File: src/rtl/pc_seq_pkg.sv
// Shared definitions for the PC sequencer: state encodings, opcode/ext and
// condition codes, immediate width, and the instruction-class decoder.
package pc_seq_pkg;

  localparam int IMMWIDTH = 8;

  localparam logic [2:0] ST_FETCH  = 3'd0;
  localparam logic [2:0] ST_DECODE = 3'd1;
  localparam logic [2:0] ST_EXEC   = 3'd2;
  localparam logic [2:0] ST_MEM    = 3'd3;

  localparam logic [3:0] OP_BCOND  = 4'hC;
  localparam logic [3:0] OP_EXT    = 4'h4;
  localparam logic [3:0] EXT_JCOND = 4'hC;
  localparam logic [3:0] EXT_JAL   = 4'h8;
  localparam logic [3:0] EXT_LOAD  = 4'h0;
  localparam logic [3:0] EXT_STOR  = 4'h4;

  localparam logic [3:0] CC_EQ = 4'h0;
  localparam logic [3:0] CC_NE = 4'h1;
  localparam logic [3:0] CC_CS = 4'h2;
  localparam logic [3:0] CC_CC = 4'h3;
  localparam logic [3:0] CC_HI = 4'h4;
  localparam logic [3:0] CC_LS = 4'h5;
  localparam logic [3:0] CC_GT = 4'h6;
  localparam logic [3:0] CC_LE = 4'h7;
  localparam logic [3:0] CC_FS = 4'h8;
  localparam logic [3:0] CC_FC = 4'h9;
  localparam logic [3:0] CC_LO = 4'hA;
  localparam logic [3:0] CC_HS = 4'hB;
  localparam logic [3:0] CC_LT = 4'hC;
  localparam logic [3:0] CC_GE = 4'hD;
  localparam logic [3:0] CC_UC = 4'hE;
  localparam logic [3:0] CC_NV = 4'hF;

  // Bit positions inside the {C,L,F,Z,N} flag vector.
  localparam int FLAG_C = 4;
  localparam int FLAG_L = 3;
  localparam int FLAG_F = 2;
  localparam int FLAG_Z = 1;
  localparam int FLAG_N = 0;

  typedef enum logic [2:0] {
    CLS_ALU   = 3'd0,
    CLS_BCOND = 3'd1,
    CLS_JCOND = 3'd2,
    CLS_JAL   = 3'd3,
    CLS_LOAD  = 3'd4,
    CLS_STOR  = 3'd5
  } instr_class_t;

  function automatic instr_class_t decode_class(input logic [3:0] opcode,
                                                input logic [3:0] ext);
    instr_class_t cls;
    cls = CLS_ALU;
    if (opcode == OP_BCOND) begin
      cls = CLS_BCOND;
    end else if (opcode == OP_EXT) begin
      case (ext)
        EXT_JCOND: cls = CLS_JCOND;
        EXT_JAL:   cls = CLS_JAL;
        EXT_LOAD:  cls = CLS_LOAD;
        EXT_STOR:  cls = CLS_STOR;
        default:   cls = CLS_ALU;
      endcase
    end
    return cls;
  endfunction

endpackage

File: src/rtl/pc_seq_if.sv
// Handshake bundle between the PC sequencer and its surroundings
// (instruction fetch, PSR flags, data memory, PC block).
interface pc_seq_if;
  import pc_seq_pkg::*;

  logic [15:0]         instr;
  logic                instr_valid;
  logic [4:0]          flags;
  logic                mem_ready;
  logic                halt;
  logic                pcEn;
  logic                branch;
  logic                jump;
  logic [IMMWIDTH-1:0] disp;
  logic [15:0]         ir;
  logic                fetch_req;
  logic                mem_req;
  logic                mem_we;
  logic                link_we;
  logic [2:0]          state;

  modport master (
    input  instr, instr_valid, flags, mem_ready, halt,
    output pcEn, branch, jump, disp, ir, fetch_req, mem_req, mem_we,
           link_we, state
  );

  modport slave (
    output instr, instr_valid, flags, mem_ready, halt,
    input  pcEn, branch, jump, disp, ir, fetch_req, mem_req, mem_we,
           link_we, state
  );

endinterface

File: src/rtl/cond_eval.sv
// Branch/jump condition evaluator: cond code against the {C,L,F,Z,N} flags.
module cond_eval
  import pc_seq_pkg::*;
(
  input  logic [3:0] cond,
  input  logic [4:0] flags,
  output logic       take
);

  logic c, l, f, z, n;

  assign c = flags[FLAG_C];
  assign l = flags[FLAG_L];
  assign f = flags[FLAG_F];
  assign z = flags[FLAG_Z];
  assign n = flags[FLAG_N];

  always_comb begin
    take = 1'b0;
    case (cond)
      CC_EQ: take = z;
      CC_NE: take = !z;
      CC_CS: take = c;
      CC_CC: take = !c;
      CC_HI: take = l;
      CC_LS: take = !l;
      CC_GT: take = n;
      CC_LE: take = !n;
      CC_FS: take = f;
      CC_FC: take = !f;
      CC_LO: take = !l && !z;
      CC_HS: take = l || z;
      CC_LT: take = !n && !z;
      CC_GE: take = n || z;
      CC_UC: take = 1'b1;
      CC_NV: take = 1'b0;
      default: take = 1'b0;
    endcase
  end

endmodule

File: src/rtl/pc_seq.sv
// Multi-cycle PC sequencer: FETCH -> DECODE -> EXEC [-> MEM] per instruction,
// driving the PC block's pcEn/branch/jump/disp strobes.
module pc_seq
  import pc_seq_pkg::*;
(
  input  logic     clk,
  input  logic     rst,
  pc_seq_if.master bus
);

  logic [2:0]   state_r;
  logic [2:0]   state_nxt;
  logic [15:0]  ir_r;
  instr_class_t cls;
  logic         take;
  logic         pc_en;
  logic         br;
  logic         jmp;
  logic         lnk;
  logic         f_req;
  logic         m_req;
  logic         m_we;
  logic         load_ir;

  assign cls = decode_class(ir_r[15:12], ir_r[7:4]);

  // One evaluator serves both the Bcond and Jcond paths.
  cond_eval u_cond (
    .cond  (ir_r[11:8]),
    .flags (bus.flags),
    .take  (take)
  );

  assign load_ir = (state_r == ST_FETCH) && !bus.halt && bus.instr_valid;

  always_comb begin
    state_nxt = ST_FETCH;
    case (state_r)
      ST_FETCH:  state_nxt = load_ir ? ST_DECODE : ST_FETCH;
      ST_DECODE: state_nxt = ST_EXEC;
      ST_EXEC:   state_nxt = (cls == CLS_LOAD || cls == CLS_STOR) ? ST_MEM : ST_FETCH;
      ST_MEM:    state_nxt = bus.mem_ready ? ST_FETCH : ST_MEM;
      default:   state_nxt = ST_FETCH;
    endcase
  end

  always_comb begin
    pc_en = 1'b0;
    br    = 1'b0;
    jmp   = 1'b0;
    lnk   = 1'b0;
    f_req = 1'b0;
    m_req = 1'b0;
    m_we  = 1'b0;
    case (state_r)
      ST_FETCH: f_req = !bus.halt;
      ST_EXEC: begin
        case (cls)
          CLS_ALU:   pc_en = 1'b1;
          CLS_BCOND: begin
            pc_en = 1'b1;
            br    = take;
          end
          CLS_JCOND: begin
            pc_en = 1'b1;
            jmp   = take;
          end
          CLS_JAL: begin
            pc_en = 1'b1;
            jmp   = 1'b1;
            lnk   = 1'b1;
          end
          default: pc_en = 1'b0;
        endcase
      end
      ST_MEM: begin
        m_req = 1'b1;
        m_we  = (cls == CLS_STOR);
        pc_en = bus.mem_ready;
      end
      default: pc_en = 1'b0;
    endcase
  end

  always_ff @(posedge clk) begin
    if (!rst) begin
      state_r <= ST_FETCH;
      ir_r    <= '0;
    end else begin
      state_r <= state_nxt;
      if (load_ir) ir_r <= bus.instr;
    end
  end

  // Outputs are forced low for as long as reset is held, not just after an edge.
  assign bus.pcEn      = rst && pc_en;
  assign bus.branch    = rst && br;
  assign bus.jump      = rst && jmp;
  assign bus.link_we   = rst && lnk;
  assign bus.fetch_req = rst && f_req;
  assign bus.mem_req   = rst && m_req;
  assign bus.mem_we    = rst && m_we;
  assign bus.disp      = rst ? ir_r[IMMWIDTH-1:0] : '0;
  assign bus.ir        = rst ? ir_r : '0;
  assign bus.state     = rst ? state_r : '0;

endmodule

File: src/flat_wrapper.sv
// flat-port wrapper written by rule: the top's interface ports become plain ports
module pc_seq_flat import pc_seq_pkg::*;
  (clk, rst, bus_instr, bus_instr_valid, bus_flags, bus_mem_ready, bus_halt, bus_pcEn, bus_branch, bus_jump, bus_disp, bus_ir, bus_fetch_req, bus_mem_req, bus_mem_we, bus_link_we, bus_state);
  pc_seq_if bus_i ();
  input  logic clk;
  input  logic rst;
  input wire logic [$bits(bus_i.instr)-1:0] bus_instr;
  input wire logic [$bits(bus_i.instr_valid)-1:0] bus_instr_valid;
  input wire logic [$bits(bus_i.flags)-1:0] bus_flags;
  input wire logic [$bits(bus_i.mem_ready)-1:0] bus_mem_ready;
  input wire logic [$bits(bus_i.halt)-1:0] bus_halt;
  output wire logic [$bits(bus_i.pcEn)-1:0] bus_pcEn;
  output wire logic [$bits(bus_i.branch)-1:0] bus_branch;
  output wire logic [$bits(bus_i.jump)-1:0] bus_jump;
  output wire logic [$bits(bus_i.disp)-1:0] bus_disp;
  output wire logic [$bits(bus_i.ir)-1:0] bus_ir;
  output wire logic [$bits(bus_i.fetch_req)-1:0] bus_fetch_req;
  output wire logic [$bits(bus_i.mem_req)-1:0] bus_mem_req;
  output wire logic [$bits(bus_i.mem_we)-1:0] bus_mem_we;
  output wire logic [$bits(bus_i.link_we)-1:0] bus_link_we;
  output wire logic [$bits(bus_i.state)-1:0] bus_state;
  assign bus_i.instr = bus_instr;
  assign bus_i.instr_valid = bus_instr_valid;
  assign bus_i.flags = bus_flags;
  assign bus_i.mem_ready = bus_mem_ready;
  assign bus_i.halt = bus_halt;
  assign bus_pcEn = bus_i.pcEn;
  assign bus_branch = bus_i.branch;
  assign bus_jump = bus_i.jump;
  assign bus_disp = bus_i.disp;
  assign bus_ir = bus_i.ir;
  assign bus_fetch_req = bus_i.fetch_req;
  assign bus_mem_req = bus_i.mem_req;
  assign bus_mem_we = bus_i.mem_we;
  assign bus_link_we = bus_i.link_we;
  assign bus_state = bus_i.state;
  pc_seq u_core (.clk(clk), .rst(rst), .bus(bus_i));
endmodule
File: config.mk
export PLATFORM = sky130hd
export DESIGN_NAME = pc_seq_flat
export DESIGN_NICKNAME = d
export VERILOG_FILES = /design/src/rtl/pc_seq_pkg.sv /design/src/rtl/pc_seq_if.sv /design/src/rtl/cond_eval.sv /design/src/rtl/pc_seq.sv /design/src/flat_wrapper.sv
export SDC_FILE = /design/constraint.sdc
export NUM_CORES = 1
export LEC_CHECK = 0
export ABC_AREA = 1
export CORE_MARGIN = 2
export CORE_UTILIZATION = 44
export CTS_BUF_LIST = sky130_fd_sc_hd__clkbuf_2 sky130_fd_sc_hd__clkbuf_4 sky130_fd_sc_hd__clkbuf_8
export CTS_CLUSTER_SIZE = 30
export DETAILED_ROUTE_END_ITERATION = 6
export GPL_ROUTABILITY_DRIVEN = 0
export GPL_TIMING_DRIVEN = 0
export PLACE_DENSITY = 0.94
export SLEW_MARGIN = 20
export SYNTH_ARGS = -nofsm -noshare
export SYNTH_HDL_FRONTEND = slang
export SYNTH_SLANG_ARGS = --single-unit
File: constraint.sdc
create_clock -name clk -period 3.3 [get_ports clk]
set_clock_uncertainty 0.05 [all_clocks]
set_input_delay 0.66 -clock clk [delete_from_list [all_inputs] [get_ports clk]]
set_output_delay 0.66 -clock clk [all_outputs]
set_load 0.02 [all_outputs]
==> impl_metrics.py, run 1 <==
metrics = {
    "logic_synthesis": {
        "ys_ff_latch": 18,
        "ys_seq_area_share_pct": 31.27,
        "synth-edff-count": 0,
        "synth_top_family_by_area": "simple AND/OR/NAND/NOR gates",
        "async_flop_share_pct": 0,
        "synthMuxAreaShare_pct": 0.8686,
        "synth_cells": 185,
        "avgSynthCellArea_um2": 6.229,
        "synthAdderAreaFrac_pct": 0,
        "synthFlopType": "dfxtp_1",
        "synth_area_um2": 1152,
        "yosysWarnings": 0,
        "synthSimpleGateAreaFrac_pct": 35.40,
        "synth-xor-area-share_pct": 0,
        "syn-num-nets": 211,
        "synth_cell_types": 23,
        "synth_top_area_share_pct": 31.27,
        "synth_compound_area_share_pct": 11.18,
        "netlist_top_cells_area": "dfxtp_1, nand2_1, nor2_1, inv_1, a21oi_2",
        "synth_top_area_cell": "dfxtp_1",
    },
    "timing": {
        "report.final.slew_viol_count": 0,
        "period_needed_ns": 3.125,
        "setup_viol": 0,
        "tns_ns": 0,
        "hold_violations": 0,
        "rsz0062_at_grt": "false",
        "period_share_pct": 94.71,
        "fmax_mhz": 320.0,
        "finalWorstSetupSlack_ns": 0.1745,
    },
    "detailed_routing": {
        "num_vias": 1262,
        "drc": 0,
        "ant_nets": 0,
        "drt_wl_total_um": 2846,
        "dr.pass1.iters": 4,
        "wire_per_inst_um": 10.31,
        "drt_iter0_markers": 20,
        "vias_per_cell": 4.572,
    },
    "floorplan": {
        "die_w_um": 55.18,
        "die_h_um": 55.18,
        "coreArea_um2": 2477,
        "die-area_um2": 3044,
        "num_rows": 18,
        "start_util_pct": 46.52,
        "ios": 60,
    },
    "cts": {
        "cts_tree": "built",
        "cts_hold_buf": 0,
        "clock_latency_ns": 0.30,
        "postCtsSetupBuffers": 0,
        "htree_levels": 1,
        "cts_sinks": 18,
        "cts_resized": 0,
        "root_buffer": "clkbuf_4",
        "clkSlewWorstSetupHoldPaths_ns": 0.10,
        "clockBufferDepth": 2,
        "numCtsBuffers": 3,
    },
    "worst_hold_path": {
        "hold_start": "u_core.ir_r[3]",
        "hold_class": "flop to flop",
    },
    "power": {
        "peakVddDrop_mv": 0.3569,
        "p_per_area_nw_per_um2": 313.0,
        "leakagePower_nw": 0.9244,
    },
    "grt": {
        "gr-usage-met3_pct": 6.720,
        "grt_overflow": 0,
        "global_route.usage.met2_pct": 35.32,
        "grt_pass1_wl_um": 4305,
        "grt_max_degree": 11,
        "busiest_layer": "met2",
        "antenna_found_initial": 0,
        "grt_usage_pct": 20.18,
        "grt_util_met1_pct": 22.52,
        "grt_pass1_vias": 1064,
    },
    "setup_path": {
        "start_kind": "input port",
        "cp-startpoint": "bus_flags[1]",
        "critPathKind": "input port to output port",
        "critPathArrivalTime_ns": 2.42,
        "path_max_fanout": 3,
        "worstSetupEndpointType": "output port",
        "cp.required_ns": 2.59,
        "timing.rr.start": "u_core.state_r[0]",
    },
    "placed_design": {
        "hpwlAfterDp_um": 2176,
        "placed_area_um2": 1760,
        "dp_worst_setup_slack_ns": 0.1803,
        "port_buffers": 57,
    },
    "final_layout": {
        "diodes": 0,
        "regArea_um2": 360.3,
        "areaGrowthSynthToFinish_pct": 55.92,
        "nNetsFinal": 273,
        "drive_above_1_share_pct": 13.41,
        "design_area_um2": 1797,
        "multiInputGateArea_um2": 550.5,
        "fillCellCount": 205,
    },
    "run_status": {
        "outcome": "completed",
    },
    "flow_run": {
        "cap_violations": 0,
    },
}
area by class of cell:
type / count / share of cell area [%]
Buffer: 14 / 5.780
Sequential cell: 18 / 20.06
Inverter: 36 / 7.660
Clock buffer: 4 / 2.020
Tap cell: 30 / 2.089
Timing Repair Buffer: 57 / 31.75
Multi-Input combinational cell: 117 / 30.64
cells by family after synthesis:
logic type / after synthesis
AO/OA/AOI/OAI: 19
buffers and inverters: 50
flip-flops: 18
multiplexers: 1
other: 1
AND/OR/NAND/NOR: 96
power by group:
group | total (mW) | internal (mW) | switching, mW
Combinational | 0.179 | 0.0891 | 0.0903
Sequential | 0.246 | 0.234 | 0.0120
Clock | 0.137 | 0.0675 | 0.0695
Total | 0.562 | 0.391 | 0.172
final timing paths:
path | endpoint | slack (ns) | cells past startpoint
max | bus_branch | 0.17 | 12
min | u_core.ir_r[3] | 0.42 | 2
max reg2reg | u_core.ir_r[4] | 1.91 | 5
min reg2reg | u_core.ir_r[3] | 0.42 | 2
routing by layer:
| layer | up-vias | share of wire [%] |
|---|---|---|
| met3 | 7 | 7.5 |
| met4 | 0 | 1.9 |
| met5 | - | 0 |
| met2 | 41 | 49 |
| met1 | 549 | 41 |
| li1 | 665 | - |
metrics by stage:
step	hold WS, ns	utilization [%]	total power, mW	cells
floorplan	0.3922	-	0.3532	185
global placement	0.4013	71.06	0.4258	272
detailed placement	0.4080	71.06	0.4300	272
CTS	0.4221	72.53	0.5677	276
global route	0.4575	72.53	0.5965	276
finish	0.4244	72.53	0.5624	276
cell usage in the layout (no fill, tap or decap):
master / count
clkdlybuf4s50_1: 57
nand2_1: 49
nor2_1: 31
inv_1: 30
dfxtp_1: 18
nand3_1: 9
a21oi_2: 9
buf_4: 9
a21oi_1: 8
inv_2: 4
clkbuf_4: 3
buf_6: 2
buf_2: 2
nor3_1: 2
o21ai_1: 2
clkbuf_1: 1
nand4_1: 1
mux2i_1: 1
nand3b_1: 1
clkinv_1: 1
inv_4: 1
nor4_4: 1
nor4_1: 1
nand2_4: 1
conb_1: 1
clkbuf_8: 1
synthesized netlist by cell type, types with 4 or more instances:
cell and number:
buf_4 9, a21oi_2 9, a21oi_1 8, inv_2 4, nor2_1 31, nand3_1 9, dfxtp_1 18, inv_1 30
nand2_1 49
state kept, by name, indices dropped and copies added, names as in the netlist:
register        flops
u_core.ir_r        16
u_core.state_r      2
critical path: stages:
cell	delay [ns]
clkdlybuf4s50_1	0.51
inv_1	0.07
nand2_1	0.07
nand2_1	0.05
nand2_1	0.05
nand2_1	0.06
nand3_1	0.08
nand2_1	0.06
nand2_1	0.07
nand2_1	0.05
nor2_1	0.08
clkdlybuf4s50_1	0.60
Note: power is estimated with default switching activity, not from simulation.
==> run 2, diff against run 1 <==
- CORE_MARGIN: 2 -> default
- GPL_TIMING_DRIVEN: 0 -> default
==> impl_metrics.py, run 2 (synthesis gave the netlist of run 1 again) <==
metrics = {
    "run_status": {
        "outcome": "completed",
    },
    "timing": {
        "rsz0062_at_grt": "false",
        "report.final.slew_viol_count": 0,
        "period_needed_ns": 3.134,
        "finalWorstSetupSlack_ns": 0.1660,
        "tns_ns": 0,
        "worstMarginPinSlew_ns": 0.5492,
        "hold_violations": 0,
        "setup_viol": 0,
        "period_share_pct": 94.97,
        "relSlewSlack_pct": 63.30,
        "fmax_mhz": 319.1,
    },
    "final_layout": {
        "drive_above_1_share_pct": 8.974,
        "largest_register_ffs": 16,
        "diodes": 0,
        "regMostFlops": "u_core.ir_r",
        "nNetsFinal": 262,
        "mostFrequentLayoutCell": "clkdlybuf4s50_1",
        "final_cell_mix": "clkdlybuf4s50_1, nand2_1, nor2_1",
        "top_regs": "u_core.ir_r: 16 flops, u_core.state_r: 2 flops",
        "areaGrowthSynthToFinish_pct": 48.10,
    },
    "grt": {
        "grt_pass1_vias": 1114,
        "antenna_found_initial": 0,
        "grt_max_degree": 18,
        "grt_pass1_wl_um": 4264,
        "grt_usage_pct": 20.60,
        "grt_overflow": 0,
    },
    "cts": {
        "clkSlewWorstSetupHoldPaths_ns": 0.10,
        "clock_latency_ns": 0.29,
        "postCtsSetupBuffers": 0,
        "root_buffer": "clkbuf_4",
        "cts_hold_buf": 0,
        "cts_sinks": 18,
        "htree_levels": 1,
        "numCtsBuffers": 3,
        "cts_tree": "built",
        "clockBufferDepth": 2,
    },
    "detailed_routing": {
        "drt_wl_total_um": 2606,
        "wire_per_inst_um": 9.871,
        "drt_iter0_markers": 22,
        "ant_nets": 0,
        "drc": 0,
        "num_vias": 1226,
        "vias_per_cell": 4.644,
        "dr.pass1.iters": 4,
    },
    "placed_design": {
        "hpwlAfterDp_um": 2067,
        "dp_worst_setup_slack_ns": 0.1715,
        "port_buffers": 58,
    },
    "floorplan": {
        "start_util_pct": 46.52,
        "die_w_um": 53.18,
        "coreArea_um2": 2477,
        "ios": 60,
        "num_rows": 18,
        "die_h_um": 53.18,
        "die-area_um2": 2828,
    },
    "setup_path": {
        "worstSetupEndpointType": "output port",
        "cp-startpoint": "rst",
        "path_max_fanout": 4,
        "worstSetupEndpoint": "bus_jump",
        "timing.rr.start": "u_core.state_r[0]",
        "reg2reg_depth": 4,
        "critPathArrivalTime_ns": 2.42,
        "r2r_setup_slack_ns": 1.88,
        "start_kind": "input port",
        "r2r_end": "u_core.ir_r[15]",
        "cp.required_ns": 2.59,
        "critPathKind": "input port to output port",
    },
    "power": {
        "leakagePower_nw": 0.8799,
        "peakVddDrop_mv": 0.2578,
        "p_per_area_nw_per_um2": 305.0,
    },
    "worst_hold_path": {
        "hold_class": "flop to flop",
    },
    "flow_run": {
        "cap_violations": 0,
    },
}
-- run 2: cell types whose count changed in the layout (fill, tap and decap cells not counted), sizes merged --
cell and delta:
buf -11, clkbuf -2, dlymetal6s2s +1
-- run 2: how the worst min path moves through the flow --
stage | startpoint | to | slack [ns] | cells past startpoint
2_1_floorplan | u_core.ir_r[0] | u_core.ir_r[0] | 0.39 | 2
3_3_place_gp | u_core.ir_r[1] | u_core.ir_r[1] | 0.40 | 2
3_5_place_dp | u_core.ir_r[3] | u_core.ir_r[3] | 0.41 | 2
4_1_cts | u_core.ir_r[3] | u_core.ir_r[3] | 0.43 | 2
5_1_grt | u_core.ir_r[2] | u_core.ir_r[2] | 0.46 | 2
6_report | u_core.ir_r[3] | u_core.ir_r[3] | 0.42 | 2
-- run 2: area by class of cell --
type / count / area [µm²]
Sequential cell: 18 / 360.3
Tap cell: 30 / 37.54
Multi-Input combinational cell: 117 / 550.5
Fill cell: 228 / 770.7
Timing Repair Buffer: 60 / 598.1
Inverter: 36 / 137.6
Clock buffer: 3 / 22.52
-- run 2: power by group --
group | internal, mW | total (mW) | switching [mW]
logic | 0.0822 | 0.168 | 0.0857
registers | 0.234 | 0.247 | 0.0134
clock network | 0.0424 | 0.105 | 0.0627
total | 0.359 | 0.520 | 0.162
-- run 2: routing by layer --
layer	global-route usage [%]	part of all wire [%]	vias to the layer above	wire length (µm)
met5	0	0	-	0
met4	7.456	0	0	0
met3	4.885	6.3	0	165
met2	37.34	51	41	1323
met1	23.01	43	538	1117
li1	-	-	647	-
-- run 2: stage by stage --
step / area, µm² / std cells / utilization (%) / power, mW / hold WS [ns]
2_1_floorplan: 1152 / 185 / - / 0.3532 / 0.3922
3_3_place_gp: 1682 / 261 / 67.88 / 0.4167 / 0.4001
3_5_place_dp: 1682 / 261 / 67.88 / 0.4207 / 0.4140
4_1_cts: 1704 / 264 / 68.79 / 0.5260 / 0.4285
5_1_grt: 1707 / 264 / 68.89 / 0.5565 / 0.4587
6_report: 1707 / 264 / 68.89 / 0.5205 / 0.4229
-- run 2: critical path, stage by stage --
cell	delay [ns]
clkdlybuf4s50_1	0.57
nand2_1	0.12
nor2_1	0.14
nand2_1	0.09
nor2_1	0.15
inv_1	0.05
nand2_1	0.05
clkdlybuf4s50_1	0.59
-- run 2: repair_timing --
item	CTS	global route
endpoints found under the hold margin	0	0
resized for setup	0	1
endpoints found under the setup margin	0	1
